`src/rtl/dmem_block_mover.sv`:
```
// Block copy / block fill engine that owns the data memory port while busy.
// Copy walks the range high-to-low when the destination lies above the source, so overlapping moves are safe.
module dmem_block_mover #(
  parameter int DEPTH = 200,
  parameter int LEN_W = 16
) (
  input  logic             clk,
  input  logic             rst,
  input  logic             start,
  input  logic             mode,
  input  logic [31:0]      src_base,
  input  logic [31:0]      dst_base,
  input  logic [LEN_W-1:0] length,
  input  logic [31:0]      fill_value,
  output logic             busy,
  output logic             done,
  output logic             err,
  output logic [31:0]      mem_addr,
  output logic [31:0]      mem_wdata,
  output logic             mem_write,
  output logic             mem_read,
  input  logic [31:0]      mem_rdata
);

  typedef enum logic [1:0] {
    S_IDLE  = 2'd0,
    S_READ  = 2'd1,
    S_WRITE = 2'd2,
    S_DONE  = 2'd3
  } state_t;

  state_t           r_state;
  state_t           w_next;
  logic             r_mode;
  logic             r_desc;
  logic             r_err;
  logic [31:0]      r_src;
  logic [31:0]      r_dst;
  logic [31:0]      r_fill;
  logic [31:0]      r_buf;
  logic [LEN_W-1:0] r_idx;
  logic [LEN_W-1:0] r_rem;

  logic [32:0]      w_dst_end;
  logic [32:0]      w_src_end;
  logic             w_range_err;
  logic             w_zero_len;
  logic             w_desc;
  logic             w_last;
  logic [31:0]      w_idx_ext;

  // 33-bit end addresses so a base near 2^32 cannot wrap into a valid range.
  assign w_dst_end   = {1'b0, dst_base} + {{(33-LEN_W){1'b0}}, length};
  assign w_src_end   = {1'b0, src_base} + {{(33-LEN_W){1'b0}}, length};
  assign w_range_err = (w_dst_end > 33'(DEPTH)) || (!mode && (w_src_end > 33'(DEPTH)));
  assign w_zero_len  = (length == '0);
  assign w_desc      = !mode && (dst_base > src_base);
  assign w_last      = (r_rem == {{(LEN_W-1){1'b0}}, 1'b1});
  assign w_idx_ext   = {{(32-LEN_W){1'b0}}, r_idx};

  assign busy = (r_state != S_IDLE);
  assign done = (r_state == S_DONE);
  assign err  = r_err;

  always_ff @(posedge clk or posedge rst) begin
    if (rst) r_state <= S_IDLE;
    else     r_state <= w_next;
  end

  always_comb begin
    w_next    = r_state;
    mem_read  = 1'b0;
    mem_write = 1'b0;
    mem_addr  = 32'h0;
    mem_wdata = 32'h0;
    case (r_state)
      S_IDLE: begin
        if (start) begin
          if (w_zero_len || w_range_err) w_next = S_DONE;
          else if (mode)                 w_next = S_WRITE;
          else                           w_next = S_READ;
        end
      end
      S_READ: begin
        mem_read = 1'b1;
        mem_addr = r_src + w_idx_ext;
        w_next   = S_WRITE;
      end
      S_WRITE: begin
        mem_write = 1'b1;
        mem_addr  = r_dst + w_idx_ext;
        mem_wdata = r_mode ? r_fill : r_buf;
        if (w_last)      w_next = S_DONE;
        else if (r_mode) w_next = S_WRITE;
        else             w_next = S_READ;
      end
      S_DONE: w_next = S_IDLE;
      default: w_next = S_IDLE;
    endcase
  end

  always_ff @(posedge clk or posedge rst) begin
    if (rst) begin
      r_mode <= 1'b0;
      r_desc <= 1'b0;
      r_err  <= 1'b0;
      r_src  <= 32'h0;
      r_dst  <= 32'h0;
      r_fill <= 32'h0;
      r_buf  <= 32'h0;
      r_idx  <= '0;
      r_rem  <= '0;
    end else begin
      case (r_state)
        S_IDLE: begin
          if (start) begin
            r_mode <= mode;
            r_desc <= w_desc;
            r_err  <= !w_zero_len && w_range_err;
            r_src  <= src_base;
            r_dst  <= dst_base;
            r_fill <= fill_value;
            r_rem  <= length;
            r_idx  <= w_desc ? (length - 1'b1) : '0;
          end
        end
        S_READ: r_buf <= mem_rdata;
        S_WRITE: begin
          if (!w_last) begin
            r_rem <= r_rem - 1'b1;
            r_idx <= r_desc ? (r_idx - 1'b1) : (r_idx + 1'b1);
          end
        end
        default: ;
      endcase
    end
  end

endmodule

```
`config.mk`:
```
export PLATFORM = sky130hd
export DESIGN_NAME = dmem_block_mover
export DESIGN_NICKNAME = d
export VERILOG_FILES = /design/src/rtl/dmem_block_mover.sv
export SDC_FILE = /design/constraint.sdc
export NUM_CORES = 1
export LEC_CHECK = 0
export CAP_MARGIN = 20
export CELL_PAD_IN_SITES_DETAIL_PLACEMENT = 1
export CELL_PAD_IN_SITES_GLOBAL_PLACEMENT = 1
export CORE_MARGIN = 3
export CORE_UTILIZATION = 40
export DETAILED_ROUTE_END_ITERATION = 16
export GPL_ROUTABILITY_DRIVEN = 0
export PLACE_DENSITY_LB_ADDON = 0.25
export SYNTH_ARGS = -nofsm -noshare
export SYNTH_HDL_FRONTEND = slang
export SYNTH_SLANG_ARGS = --single-unit
```
`constraint.sdc`:
```
create_clock -name clk -period 17.1 [get_ports clk]
set_input_delay 4.275 -clock clk [delete_from_list [all_inputs] [get_ports clk]]
set_output_delay 4.275 -clock clk [all_outputs]
set_load 0.05 [all_outputs]
```
==> flow_metrics.py <==
metrics = {
    "run_status": {
        "status": "complete, no violations",
    },
    "flow_run": {
        "cap_violations": 0,
    },
    "critical_path": {
        "worst_setup_path_start_kind": "flop",
        "crit_type": "flop to output pin",
        "reg2reg_depth": 10,
        "crit_chain": "inv_1 > ha_4 > buf_4 > mux2_2 > ha_1 > a21o_1 > a21oi_1 > o21ai_0 > a2111oi_0 > o31ai_1 > a21oi_1 > a21oi_1 > nand2_1 > or4_1 > and3_1 > clkdlybuf4s50_1",
        "crit_path_max_incr_delay_ps": 700,
        "r2r_start": "r_state[0]",
        "cp.required_ps": 12820,
        "slowest_stage": "clkdlybuf4s50_1",
        "path_delay_family": "compound AO/OA/AOI/OAI gates",
        "worstPathArrival_ps": 6390,
        "cp_num_cells": 16,
        "crit_buf_inv": 3,
        "worstSetupEndpointType": "output pin",
        "reg2reg_setup_slack_ps": 12830,
        "path_max_fanout": 57,
        "worst_path_most_repeated_cell": "a21oi_1",
        "r2r-end": "r_idx[14]",
    },
    "global_route": {
        "grt_pass1_vias": 13300,
        "overflow": 0,
        "grt_max_degree": 100,
        "antenna_found_initial": 0,
        "grt_pass1_wl_um": 75400,
        "grt_util_all_layers_pct": 26.6,
    },
    "sta": {
        "finalMaxSlewViolations": 0,
        "slew-limit-headroom_pct": 32.1,
        "tightest_slew_ps": 1020,
        "finalHoldViolations": 0,
        "finalWorstSetupSlack_ps": 6430,
        "final-setup-viol-count": 0,
        "fmax_mhz": 93.7,
        "setup_tns_ps": 0,
        "period_share_pct": 62.4,
        "rsz0062_at_grt": "no",
        "min_period_ps": 10670,
        "skew_ps": 14.1,
    },
    "layout": {
        "regArea_um2": 4130,
        "antenna_cells": 0,
        "fin_nets": 1946,
        "multiInputGateArea_um2": 8700,
        "drive_gt1_share_pct": 11.1,
        "nFillCells": 3791,
        "areaGrowthSynthToFinish_pct": 23.2,
    },
    "drt": {
        "wirelength_um": 48000,
        "via_per_inst": 5.95,
        "vias": 12800,
        "drc_errors": 0,
        "first_iter_violations": 869,
        "ant_nets": 0,
        "dr.pass1.iters": 5,
        "wire_per_inst_um": 22.4,
    },
    "synthesis": {
        "synth-simple-area-share_pct": 17.9,
        "ys.flop_type": "dfrtp_1",
        "ys_ff_latch": 165,
        "synth_fa_ha_area_share_pct": 10.1,
        "netlist_area_um2": 13400,
        "synth_edf_count": 0,
        "synth_compound_area_share_pct": 19.4,
        "netlist_instances": 1519,
        "synth_top_family_by_area": "compound AO/OA/AOI/OAI gates",
        "syn_nets": 1773,
        "ys_top_cells_by_area": "dfrtp_1 31%, ha_1 9.5%, mux2_2 9.4%",
        "synth_xor_area_share_pct": 3.86,
        "syn_avg_cell_area_um2": 8.81,
        "synth_warnings": 0,
        "synth_cell_types": 80,
        "synthMuxAreaShare_pct": 13.5,
        "synth_top_area_share_pct": 30.8,
        "yosys.area.top_type": "dfrtp_1",
        "yosysSeqAreaShare_pct": 30.8,
        "async_reset_ff_share_pct": 100,
    },
    "min_path": {
        "hold_class": "flop to flop",
        "holdCritStartpoint": "r_src[31]",
        "hold_depth": 2,
        "hold_path_end": "r_src[31]",
    },
    "clock_network": {
        "ctsHoldBuffers": 0,
        "cts_buffer_depth": 2,
        "post_cts_buffers": 0,
        "h-tree-depth": 4,
        "clk_latency_ps": 450,
        "ctsResizeCount": 0,
        "path_clk_slew_ps": 80,
        "numCtsBuffers": 17,
        "tritoncts": "done",
        "cts-root-buf": "clkbuf_16",
        "clock_sinks": 165,
    },
    "placement": {
        "hpwl_um": 36700,
        "io_buffers": 216,
        "place_ws_ps": 6990,
    },
    "floorplan": {
        "ioPinCount": 217,
        "coreArea_um2": 32800,
        "die_y_um": 189,
        "die_x_um": 189,
        "num_rows": 66,
        "initial_core_util_pct": 40.8,
        "dieArea_um2": 35700,
    },
    "power": {
        "p_total_w": 0.00333,
        "vdd_drop_max_mv": 0.201,
        "power_density_nw_per_um2": 202,
        "power_leakage_nw": 6.88,
    },
}
[cell type report]
cell class                 count  area share [%]
multi-input combinational   1211            52.8
sequential                   165            25.0
timing repair buffer         225            13.6
tap                          442            3.35
clock buffer                  18            2.60
inverter                      72            1.67
clock inverter                14            1.03
[sequential cells by signal, summed over array words and instances, names as in the netlist]
name / cells
r_buf: 32
r_dst: 32
r_fill: 32
r_src: 32
r_idx: 16
r_rem: 16
r_state: 2
err: 1
r_desc: 1
r_mode: 1
[worst max-delay path by stage]
stage / start / to / slack (ps)
finish: r_state[0] / mem_addr[23] / 6430
global route: r_state[0] / mem_addr[23] / 6030
CTS: r_state[0] / mem_addr[23] / 6470
detailed placement: r_state[0] / mem_addr[23] / 6990
global placement: r_state[0] / mem_addr[27] / 7100
floorplan: r_state[0] / mem_addr[24] / 7110
[metal layers]
| metal | vias up | wire [µm] | track usage [%] |
|---|---|---|---|
| met2 | 361 | 23000 | 44.9 |
| li1 | 5921 | - | - |
| met3 | 66 | 3000 | 5.44 |
| met5 | - | 0 | 0 |
| met4 | 0 | 1310 | 8.31 |
| met1 | 6418 | 20800 | 34.4 |
[synthesized netlist by cell type (4+ instances only)]
library cell and n:
o22ai_1 10, a32oi_1 4, nand2b_1 13, o31ai_1 14, a221oi_1 14, nand4_1 32, dfrtp_1 165, nor2b_1 18
or2_2 11, clkbuf_1 53, mux2i_1 55, a31oi_1 13, and4_1 4, a21oi_1 92, a21o_1 30, xor2_1 22
a211o_1 4, ha_1 102, mux2_2 112, inv_1 72, a211oi_1 9, nor4_1 11, nor2_1 126, nand3_1 36
nand3b_1 4, nand2_1 127, xnor2_1 37, fa_1 4, or4_1 11, and2_1 28, buf_1 7, or3_1 15
buf_2 6, o21a_1 14, o211ai_1 6, nor3_1 31, o41ai_1 4, o21ai_0 97, and3_1 11, o311ai_0 7
nor3b_1 4, o2111ai_1 9, o21bai_1 4, o31a_1 6
[power breakdown]
part	internal, W	total [W]	switching (W)
Combinational	0.000846	0.00217	0.00132
Sequential	0.000589	0.000761	0.000172
Clock	0.000220	0.000406	0.000186
Total	0.00166	0.00333	0.00168
[through the flow]
stage,hold WS [ps],cells,instance area (µm²),utilization (%)
detailed placement,474,2114,15900,48.5
CTS,489,2146,16500,50.3
global route,519,2147,16500,50.3
finish,486,2147,16500,50.3
floorplan,442,1519,13400,-
global placement,464,2114,15900,48.5
[worst min-delay path, delay by kind of cell, from the launching register on]
family,cells,cell delay (ps)
flops,1,340
simple gates,1,50
compound gates,1,60
[kinds of logic (layout without fill, tap and decap cells)]
kind of cell               after synthesis  count (layout)
and+or+nand+nor                        490             490
AOI/OAI and AO/OA                      389             389
muxes                                  167             167
DFF                                    165             165
buffers and inverters                  143             329
adders and majority gates              106             106
xor gates and xnor gates                59              59
[cell usage in the layout, fill, tap and decap left out, types with 37 or more instances in the layout]
cell type,netlist,layout
a21oi_1,92,91
clkdlybuf4s50_1,0,216
dfrtp_1,165,164
ha_1,102,101
inv_1,72,70
mux2_2,112,112
mux2i_1,55,55
nand2_1,127,126
nor2_1,126,126
o21ai_0,97,97
xnor2_1,37,37
Power figures use the tool's default switching activity.
